===== config.mk =====
export PLATFORM = sky130hd
export DESIGN_NAME = dmul_uni_seq
export DESIGN_NICKNAME = d
export VERILOG_FILES = /design/src/rtl/dmul_uni_seq.sv
export SDC_FILE = /design/constraint.sdc
export NUM_CORES = 1
export LEC_CHECK = 0
export CORE_MARGIN = 5
export CORE_UTILIZATION = 44
export CTS_BUF_LIST = sky130_fd_sc_hd__clkbuf_8
export DETAILED_ROUTE_END_ITERATION = 7
export GPL_TIMING_DRIVEN = 0
export PLACE_DENSITY_LB_ADDON = 0.15
export SETUP_SLACK_MARGIN = 0.2
export SLEW_MARGIN = 40
export SYNTH_ARGS = -nofsm -noshare
export SYNTH_HDL_FRONTEND = slang
export SYNTH_SLANG_ARGS = --single-unit

===== constraint.sdc =====
create_clock -name clk -period 1.9 [get_ports clk]
set_clock_uncertainty 0.2 [all_clocks]
set_input_delay 0.38 -clock clk [delete_from_list [all_inputs] [get_ports clk]]
set_output_delay 0.38 -clock clk [all_outputs]
set_load 0.1 [all_outputs]

===== src/rtl/dmul_uni_seq.sv =====
// dmul_uni_seq: operand sequencer and result capture for the unipolar
// LFSR stochastic multiplier. Optional feature macro: DMUL_ACC_EN.
//
// Ports:
//   clk, rst_n            clock, async active-low reset
//   op_valid/op_ready     operand pair handshake (op_a, op_b, op_last)
//   mul_iA/mul_iB         operands driven to the multiplier
//   mul_loadA/mul_loadB   multiplier load strobes (one cycle in LOAD)
//   mul_oC                multiplier coincidence count
//   res_valid/res_ready   result handshake, res_data holds the result
//
// With DMUL_ACC_EN, products are summed (saturating) until op_last=1.

module dmul_uni_seq #(
  parameter int DATAWD    = 8,
  parameter int WIN_LEN   = 255,
  parameter int ACC_GUARD = 8
) (
  input  logic                          clk,
  input  logic                          rst_n,
  input  logic                          op_valid,
  output logic                          op_ready,
  input  logic [DATAWD-1:0]             op_a,
  input  logic [DATAWD-1:0]             op_b,
  input  logic                          op_last,
  output logic [DATAWD-1:0]             mul_iA,
  output logic [DATAWD-1:0]             mul_iB,
  output logic                          mul_loadA,
  output logic                          mul_loadB,
  input  logic [2*DATAWD-1:0]           mul_oC,
  output logic                          res_valid,
  input  logic                          res_ready,
  output logic [2*DATAWD+ACC_GUARD-1:0] res_data
);

  localparam int CW  = 2 * DATAWD;
  localparam int RW  = CW + ACC_GUARD;
  localparam int WCW = DATAWD + 1;

  localparam logic [WCW-1:0] WIN_LAST =
    WCW'(WIN_LEN - 1);

  typedef enum logic [2:0] {
    S_IDLE,
    S_LOAD,
    S_RUN,
    S_CAP,
    S_OUT
  } state_t;

  state_t         r_state;
  logic [WCW-1:0] r_win_cnt;
  logic           w_accept;

  assign w_accept = op_valid && op_ready;

`ifdef DMUL_ACC_EN
  logic [RW-1:0] r_acc;
  logic          r_last;
  logic [RW:0]   w_acc_sum;
  logic [RW-1:0] w_acc_sat;

  assign w_acc_sum = {1'b0, r_acc} +
                     (RW+1)'(mul_oC);

  // Clamp to all-ones on carry out.
  assign w_acc_sat = w_acc_sum[RW] ?
                     {RW{1'b1}} :
                     w_acc_sum[RW-1:0];
`else
  logic w_unused;

  assign w_unused = op_last;
`endif

  always_ff @(posedge clk or negedge rst_n) begin
    if (!rst_n) begin
      r_state   <= S_IDLE;
      r_win_cnt <= '0;
      op_ready  <= 1'b0;
      mul_iA    <= '0;
      mul_iB    <= '0;
      mul_loadA <= 1'b0;
      mul_loadB <= 1'b0;
      res_valid <= 1'b0;
      res_data  <= '0;
`ifdef DMUL_ACC_EN
      r_acc     <= '0;
      r_last    <= 1'b0;
`endif
    end else begin
      unique case (r_state)
        S_IDLE: begin
          op_ready <= 1'b1;
          if (w_accept) begin
            mul_iA    <= op_a;
            mul_iB    <= op_b;
            mul_loadA <= 1'b1;
            mul_loadB <= 1'b1;
            op_ready  <= 1'b0;
`ifdef DMUL_ACC_EN
            r_last    <= op_last;
`endif
            r_state   <= S_LOAD;
          end
        end

        S_LOAD: begin
          mul_loadA <= 1'b0;
          mul_loadB <= 1'b0;
          r_win_cnt <= '0;
          r_state   <= S_RUN;
        end

        // Window counter reaches WIN_LEN at most, so
        // DATAWD+1 bits never wrap.
        S_RUN: begin
          r_win_cnt <= r_win_cnt + 1'b1;
          if (r_win_cnt == WIN_LAST) begin
            r_state <= S_CAP;
          end
        end

        S_CAP: begin
`ifdef DMUL_ACC_EN
          r_acc <= w_acc_sat;
          if (r_last) begin
            res_data  <= w_acc_sat;
            res_valid <= 1'b1;
            r_state   <= S_OUT;
          end else begin
            op_ready <= 1'b1;
            r_state  <= S_IDLE;
          end
`else
          res_data  <= RW'(mul_oC);
          res_valid <= 1'b1;
          r_state   <= S_OUT;
`endif
        end

        S_OUT: begin
          if (res_ready) begin
            res_valid <= 1'b0;
            op_ready  <= 1'b1;
            r_state   <= S_IDLE;
`ifdef DMUL_ACC_EN
            r_acc     <= '0;
`endif
          end
        end

        default: begin
          op_ready <= 1'b0;
          r_state  <= S_IDLE;
        end
      endcase
    end
  end

endmodule


== Word-level counts from Yosys, hierarchy flattened ==
Index checks and enable logic that the tools add are counted.

* Multiplexer cells: 12
* Div/mod/pow operators: 0
* Bitwise operators: 1
* Shift operators: 0
* $add $sub $neg: 1
* Reduce and logical (&&, ||, !) cells: 11
* Multipliers: 0
* Magnitude comparators: 0
* Eq/ne operators: 8

{| class="wikitable"
|+ Operator list
! kind !! count
|-
| $pmux 9 s2 || 1
|-
| $pmux 3 s5 || 1
|-
| $add 9x1->9 const B || 1
|-
| $eq 9x8->1 const B || 1
|-
| $mux 3 || 3
|-
| $reduce_and 2->1 || 4
|-
| $eq 3x2->1 const B || 2
|-
| $ne 2x2->1 const B || 3
|-
| $reduce_bool 2->1 || 3
|-
| $mux 1 || 4
|-
| $pmux 1 s2 || 2
|-
| $eq 3x1->1 const B || 1
|-
| $eq 3x3->1 const B || 1
|-
| $logic_not 3->1 || 1
|-
| $pmux 1 s3 || 1
|-
| $reduce_and 3->1 || 1
|-
| $reduce_or 3->1 || 1
|-
| $logic_and 1x1->1 || 1
|-
| $not 1->1 || 1
|}

* ROM bits: 0
* Memory bits (writable): 0
* Memories: 0
* Output and inout bits: 44
* Input port bits: 37
* Flip-flop bits (word level): 47
* Word-level logic and storage cells: 41
* Latch bits: 0

== Logic depth before layout (Yosys ltp) ==
Gate-level depths: netlist of run 1.

* Word-level depth: 4
* Mapped depth: 5
* Mapped depth without buffers: 4

== Least setup slack after synthesis of run 1 ==
Ideal clock, no wire load.

* Kind: register to register
* Start point: register op_ready
* End point: register mul_iA[6]
* Buffers on the path: 1
* Stages on the path, launching flop included: 5
* Data arrival time: 1.882 ns
* Data required time: 1.574 ns
* Path slack: -0.307 ns
* Clock period less this slack: 2.207 ns
* Setup time: 0.126 ns
* Cell sequence: dfrtp_1 > nor2b_1 > nand3_2 > buf_2 > mux2_2

* Word-level cells in the longest chain between the ends: 2

{| class="wikitable"
|+ RTL lines
! element !! RTL line !! source
|-
| from (decl) || 22 || <nowiki>output logic op_ready,</nowiki>
|-
| from (signal assigned) || 80 || <nowiki>op_ready <= 1'b0;</nowiki>
|-
| from (signal assigned) || 94 || <nowiki>op_ready <= 1'b1;</nowiki>
|-
| from (signal assigned) || 100 || <nowiki>op_ready <= 1'b0;</nowiki>
|-
| $logic_and 1x1->1 || 55 || <nowiki>assign w_accept = op_valid && op_ready;</nowiki>
|-
| $reduce_and 2->1 (no source line) || -- ||
|-
| to (signal assigned) || 96 || <nowiki>mul_iA <= op_a;</nowiki>
|-
| to (decl) || 26 || <nowiki>output logic [DATAWD-1:0] mul_iA,</nowiki>
|}

Every way passes these cells.
A chain may end at the register's enable or synchronous reset.

== Worst setup path in the final report of run 1 ==
* Start point: register r_state[1]
* End point: register r_win_cnt[4]

* Word-level cells in the longest chain between the ends: 2
* Elaborated cells on any way between the ends: 4
* Those cells by class: eq/ne: 2; mux: 1; reduce/logical: 1

{| class="wikitable"
|+ RTL lines
! element !! RTL line !! source
|-
| from (decl) || 51 || <nowiki>state_t r_state;</nowiki>
|-
| from (signal assigned) || 78 || <nowiki>r_state <= S_IDLE;</nowiki>
|-
| from (signal assigned) || 104 || <nowiki>r_state <= S_LOAD;</nowiki>
|-
| from (signal assigned) || 112 || <nowiki>r_state <= S_RUN;</nowiki>
|-
| $eq 3x2->1 or $eq 3x1->1 (tied branches) || 92 || <nowiki>unique case (r_state)</nowiki>
|-
| $pmux 9 s2 or $reduce_bool 2->1 (tied branches) || -- ||
|-
| to (signal assigned) || 118 || <nowiki>r_win_cnt <= r_win_cnt + 1'b1;</nowiki>
|-
| to (decl) || 52 || <nowiki>logic [WCW-1:0] r_win_cnt;</nowiki>
|}

Several ways; a longest one is shown, not always the timed one.

==> results of run 1 <==
-- what timing repair did --
| item | 4_1_cts | 5_1_grt |
|---|---|---|
| endpoints found under the setup margin | 31 | 43 |
| hold buffers | 1 | 0 |
| resized for setup | 22 | 26 |
| hold endpoints to repair | 47 | 0 |
| pin swaps | 2 | 3 |
| gates cloned | 0 | 0 |
| buffers inserted | 13 | 6 |
-- path summary, 6_finish.rpt --
path,startpoint,endpoint,slack [ns],cells past startpoint
hold reg to reg,res_data[14]$_DFFE_PN0P_,res_data[14]$_DFFE_PN0P_,0.30,1
max in group asynchronous,rst_n,r_state[2]$_DFFE_PN0P_,0.81,3
hold / removal,rst_n,r_win_cnt[3]$_DFFE_PN0P_,0.25,2
setup / recovery,r_state[1]$_DFFE_PN0P_,r_win_cnt[4]$_DFFE_PN0P_,0.16,5
min in group clk,res_data[14]$_DFFE_PN0P_,res_data[14]$_DFFE_PN0P_,0.30,1
setup reg to reg,r_state[1]$_DFFE_PN0P_,r_win_cnt[4]$_DFFE_PN0P_,0.16,5
-- flip-flops by register name, summed over array words and instances (netlist names) --
| register | count |
|---|---|
| op_ready | 1 |
| r_win_cnt | 9 |
| mul_iA | 8 |
| mul_iB | 8 |
| mul_loadB | 1 |
| res_data | 16 |
| r_state | 3 |
| res_valid | 1 |
-- per-stage QoR --
| step | cell area, um^2 | instances | utilization |
|---|---|---|---|
| after floorplan | 2059 | 157 | - |
| after global placement | 2835 | 280 | 0.6467 |
| after detailed placement | 2673 | 281 | 0.6096 |
| after CTS | 2965 | 303 | 0.6764 |
| after global routing | 3118 | 309 | 0.7112 |
| final | 3118 | 309 | 0.7112 |
-- metal layers --
layer / routed length (um) / global-route usage / vias to the layer above
met1: 1844 / 0.1850 / 747
li1: - / - / 729
met4: 52 / 0.03780 / 0
met3: 379 / 0.06597 / 6
met2: 2342 / 0.2551 / 57
met5: 0 / 0 / -
-- final cells by class --
cell class / instances / share of cell area
flip-flops and latches: 47 / 0.3796
multi-input cells: 93 / 0.2741
repair buffers: 92 / 0.2460
plain buffers: 14 / 0.04053
clock buffers: 5 / 0.02207
well taps: 52 / 0.02087
clock inverters: 3 / 0.01324
inverters: 3 / 0.003612
-- cells in the mapped netlist --
| master | n | share of area |
|---|---|---|
| buf_4 | 9 | 0.034 |
| mux2i_1 | 2 | 0.010 |
| o41ai_1 | 2 | 0.0087 |
| nand3_2 | 1 | 0.0050 |
| a31oi_1 | 2 | 0.0062 |
| nor4_1 | 1 | 0.0031 |
| nand3b_1 | 1 | 0.0037 |
| nand3_1 | 5 | 0.012 |
| dfrtp_1 | 47 | 0.59 |
| nand2b_1 | 1 | 0.0031 |
| nor2b_1 | 2 | 0.0062 |
| o221a_2 | 1 | 0.0056 |
| o31ai_1 | 1 | 0.0037 |
| o211ai_1 | 1 | 0.0037 |
| ha_1 | 2 | 0.012 |
| or3b_2 | 1 | 0.0044 |
| nor3b_2 | 1 | 0.0062 |
| nand4_2 | 1 | 0.0062 |
| clkbuf_1 | 1 | 0.0019 |
| conb_1 | 1 | 0.0019 |
| or3_1 | 1 | 0.0031 |
| o311ai_0 | 2 | 0.0087 |
| inv_1 | 3 | 0.0056 |
| or4_1 | 1 | 0.0037 |
| nand2_1 | 11 | 0.021 |
| or3b_1 | 1 | 0.0044 |
| a2111oi_2 | 1 | 0.0075 |
| a21oi_1 | 3 | 0.0075 |
| nor2_1 | 3 | 0.0056 |
| or4b_4 | 1 | 0.0069 |
| buf_2 | 4 | 0.010 |
| o21ai_0 | 3 | 0.0075 |
| mux2_2 | 32 | 0.18 |
| a41oi_1 | 1 | 0.0044 |
-- cells by family after synthesis --
| family | count (synthesis) | synth area share |
|---|---|---|
| DFF | 47 | 0.5864 |
| AOI/OAI and AO/OA | 17 | 0.06363 |
| adders and majority gates | 2 | 0.01247 |
| other | 1 | 0.001870 |
| muxes | 34 | 0.1896 |
| buffers and inverters | 17 | 0.05115 |
| and+or+nand+nor | 32 | 0.09483 |
==> metrics.md, run 1 <==
| Metric | Value |
|---|---|
| # diodes | `0` |
| Layout area overhead | `55.46%` |
| Die Width | `77.52 um` |
| Fillers | `303` |
| CP Cell Sequence | `buf_6 -> or3b_2 -> clkbuf_8 -> mux2i_1 -> o21ai_0` |
| Initial antenna violation count | `0` |
| CP required | `1.88 ns` |
| DRC | `0` |
| RSZ-0062 raised after global routing | `yes` |
| Critical path's slowest cell | `or3b_2` |
| FMAX | `575.5 MHz` |
| Insertion delay to the later sink of the worst-skew pair | `0.30 ns` |
| Aggregate global-route resource usage | `0.1538` |
| Syn Inst Count | `150` |
| PortBufs | `71` |
| Register bit total from synthesis | `47` |
| DRT iter0 DRCs | `70` |
| Storage cell area | `1184 um^2` |
| First-pass GRT wire length | `7562 um` |
| Final Hold Violating Endpoints | `0` |
| PnR worst setup slack | `0.1624 ns` |
| Vias | `1,539` |
| Die area | `6009 um^2` |
| Avg WL per Cell | `14.94 um` |
| Setup TNS | `0 ns` |
| Commonest non-fill, non-tap cells in the layout | `dfrtp_1 (43), clkdlybuf4s50_1 (34), mux2_2 (32)` |
| Crit Path Max Fanout | `8` |
| Final WL | `4618 um` |
| Core area | `4384 um^2` |
| Synth warnings | `0` |
| Max clock buf depth | `2` |
| Multi-input logic area | `854.6 um^2` |
| TritonCTS clock tree | `yes` |
| Worst hold slack | `0.2543 ns` |
| Final worst path period share | `0.9145` |
| DP HPWL | `3336 um` |
| CP max stage delay | `0.47 ns` |
| Fraction of layout cells with a size suffix above 1 | `0.5097` |
| # clock sinks | `47` |
| Final Net Count | `295` |
| Hold Path Class | `input pin to async pin` |
| Initial core utilization | `0.4575` |
| Final GP Congestion | `0.7316` |
| WS Path Type | `flip-flop to flip-flop` |
| Commonest non-fill, non-tap cell in the layout | `dfrtp_1` |
| H-tree lvl count | `2` |
| Top delay family on crit path | `simple AND/OR/NAND/NOR gates` |
| Largest net degree at the start of global routing | `38` |
| Worst EP arrival | `1.72 ns` |
| Pre-CTS WS | `-0.01006 ns` |
| Max Slew Vio Count | `0` |
| Crit start category | `flip-flop` |
| Via density | `4.981` |
| Reg clk slew, reported paths | `0.08 ns` |
| Synth cell types | `34` |
| Mapped Area | `2006 um^2` |
| Die Height | `77.52 um` |
| Final min period | `1.738 ns` |
| Status | `finished clean` |
| I/O Pins | `81` |
| Grt ovf | `0` |
| Max Cap Viol | `0` |
| DRT Pass-1 Iters | `4` |
| Seq/Total Area, Yosys | `0.5864` |
| Syn_area_per_cell | `13.37 um^2` |
| Final setup vio count | `0` |
| Vias in the first global route | `1,627` |
| Rows | `24` |
| Total CTS buffers | `5` |
| Setup crit end kind | `flip-flop` |
| Root Buffer | `clkbuf_8` |
| Worst path buffer plus inverter count | `2` |
| Antenna viol nets, final | `0` |
Power of run 1 is not shown: default switching activity piles up to over one toggle a cycle in this logic, so the estimate is an artifact.
==> run 2: changes to the inputs <==
- GPL_TIMING_DRIVEN: 0 -> not set
==> run 2 against run 1 <==
- design area rose by 12%
- die area stayed put
- critical endpoint is now r_win_cnt[6]$_DFFE_PN0P_
- wire length grew 19%
- register-to-register slack hardly changed
- fmax hardly changed
- critical path type unchanged
- largest cell class is now buffers
==> metrics.md, run 2 (synthesis gave the netlist of run 1 again) <==
| Metric | Value |
|---|---|
| Placed cells | `271 (was 281)` |
| Final setup vio count | `0 (unchanged)` |
| Rows | `24 (unchanged)` |
| DRT iter0 DRCs | `188 (was 70)` |
| Die Width | `77.52 um (unchanged)` |
| Insertion delay to the later sink of the worst-skew pair | `0.30 ns (about the same)` |
| Crit start category | `flip-flop (unchanged)` |
| Setup TNS | `0 ns (unchanged)` |
| Storage cell area | `1185 um^2 (was 1184 um^2)` |
| Multi-input logic area | `840.8 um^2 (was 854.6 um^2)` |
| Commonest non-fill, non-tap cells in the layout | `dfrtp_1 (42), buf_12 (38), clkdlybuf4s50_1 (34) (was dfrtp_1 (43), clkdlybuf4s50_1 (34), mux2_2 (32))` |
| Setup crit end kind | `flip-flop (unchanged)` |
| Total CTS buffers | `5 (unchanged)` |
| RSZ-0062 raised after global routing | `yes (unchanged)` |
| I/O Pins | `81 (unchanged)` |
| Fillers | `238 (was 303)` |
| Max Slew Vio Count | `0 (unchanged)` |
| Worst EP arrival | `1.78 ns (was 1.72 ns)` |
| Layout area overhead | `73.55% (was 55.46%)` |
| Final WL | `5489 um (was 4618 um)` |
| Final worst path period share | `0.9145 (about the same)` |
| Largest net degree at the start of global routing | `48 (was 38)` |
| Status | `finished clean (unchanged)` |
| Register-to-Register Path Depth | `3 (was 5)` |
| Fin cells | `295 (was 309)` |
| Vias | `1,601 (was 1,539)` |
| TritonCTS clock tree | `yes (unchanged)` |
| # clock sinks | `47 (unchanged)` |
| Registers with the most flip-flops | `res_data (16), r_win_cnt (9) (unchanged)` |
| FMAX | `575.5 MHz (about the same)` |
| Final Net Count | `281 (was 295)` |
| Vias in the first global route | `1,807 (was 1,627)` |
| Crit Path Max Fanout | `7 (was 8)` |
| Aggregate global-route resource usage | `0.1754 (was 0.1538)` |
| WHS Path Cells | `1` |
| H-tree lvl count | `2 (unchanged)` |
| DP HPWL | `3666 um (was 3336 um)` |
| Fraction of layout cells with a size suffix above 1 | `0.4856 (was 0.5097)` |
| Die area | `6009 um^2 (unchanged)` |
| Antenna viol nets, final | `0 (unchanged)` |
| Final GP Congestion | `0.7289 (was 0.7316)` |
| Grt ovf | `0 (unchanged)` |
| # diodes | `0 (unchanged)` |
| Final Hold Violating Endpoints | `0 (unchanged)` |
| PortBufs | `71 (unchanged)` |
| R2r setup slk | `0.16 ns (about the same)` |
| DRT Pass-1 Iters | `4 (unchanged)` |
| Avg WL per Cell | `18.61 um (was 14.94 um)` |
| Max clock buf depth | `2 (unchanged)` |
| CP required | `1.94 ns (was 1.88 ns)` |
| First-pass GRT wire length | `8376 um (was 7562 um)` |
| Initial core utilization | `0.4575 (unchanged)` |
| Commonest non-fill, non-tap cell in the layout | `dfrtp_1 (unchanged)` |
| Reg clk slew, reported paths | `0.09 ns (was 0.08 ns)` |
| DRC | `0 (unchanged)` |
| Via density | `5.427 (was 4.981)` |
| Hold_sp | `r_win_cnt[8]$_DFFE_PN0P_` |
| Max Cap Viol | `0 (unchanged)` |
| Die Height | `77.52 um (unchanged)` |
| Core area | `4384 um^2 (unchanged)` |
| Root Buffer | `clkbuf_8 (unchanged)` |
| Hold Path Class | `flip-flop to flip-flop (was input pin to async pin)` |
| Hold path endpoint | `r_win_cnt[8]$_DFFE_PN0P_` |
| Initial antenna violation count | `0 (unchanged)` |
| Launch point of the worst reg-to-reg path | `r_state[0]$_DFFE_PN0P_ (was r_state[1]$_DFFE_PN0P_)` |
| Max reg flops | `16 (unchanged)` |
| WS Path Type | `flip-flop to flip-flop (unchanged)` |
| Final min period | `1.737 ns (was 1.738 ns)` |
| Reg with most FFs | `res_data (unchanged)` |
| Worst reg2reg endpoint | `r_win_cnt[6]$_DFFE_PN0P_ (was r_win_cnt[4]$_DFFE_PN0P_)` |
[run 2: stage by stage]
step / worst slack, ns / area, um^2 / utilization / hold slack (ns)
after global placement: 0.09955 / 3156 / 0.7197 / 0.1781
after global routing: 0.1275 / 3481 / 0.7940 / 0.3412
final: 0.1625 / 3481 / 0.7940 / 0.3051
after floorplan: 0.1789 / 2059 / - / -0.1156
after CTS: 0.1966 / 3366 / 0.7677 / 0.2922
after detailed placement: 0.05976 / 3156 / 0.7197 / 0.1810
[run 2: worst max path at each step]
stage | cells after the start | end | from
global placement | 3 | mul_iB[7]$_DFFE_PN0P_ | op_valid
floorplan | 4 | r_win_cnt[5]$_DFFE_PN0P_ | r_state[0]$_DFFE_PN0P_
global route | 3 | r_win_cnt[6]$_DFFE_PN0P_ | r_state[0]$_DFFE_PN0P_
CTS | 3 | r_win_cnt[6]$_DFFE_PN0P_ | r_state[2]$_DFFE_PN0P_
finish | 3 | r_win_cnt[6]$_DFFE_PN0P_ | r_state[0]$_DFFE_PN0P_
detailed placement | 3 | mul_iB[3]$_DFFE_PN0P_ | op_valid
[run 2: layer usage]
| metal | routed length (um) | global-route usage | vias to the layer above |
|---|---|---|---|
| li1 | - | - | 706 |
| met1 | 1939 | 0.1792 | 782 |
| met2 | 2811 | 0.2921 | 92 |
| met3 | 541 | 0.08102 | 21 |
| met4 | 197 | 0.1048 | 0 |
| met5 | 0 | 0 | - |
[run 2: worst max-delay path, cell delays in order, from the launching register on]
cell,delay (ns)
dfrtp_1,0.41
or3b_4,0.46
or4_4,0.54
nand3_2,0.07
[run 2: cell type report]
| type | count | share of cell area |
|---|---|---|
| Inverter | 3 | 0.003235 |
| Clock inverter | 3 | 0.01078 |
| Clock buffer | 5 | 0.01977 |
| Multi-Input combinational cell | 93 | 0.2416 |
| Tap cell | 52 | 0.01869 |
| Timing Repair Buffer | 92 | 0.3656 |
| Sequential cell | 47 | 0.3404 |
[run 2: timing repair]
action,CTS,global route
gates resized for setup,7,12
hold buffers,1,0
pin swaps,3,3
endpoints found under the hold margin,47,0
setup buffers,9,5
setup endpoints to repair,20,38
cloned,0,1
Power of run 2 is left out for the same reason.
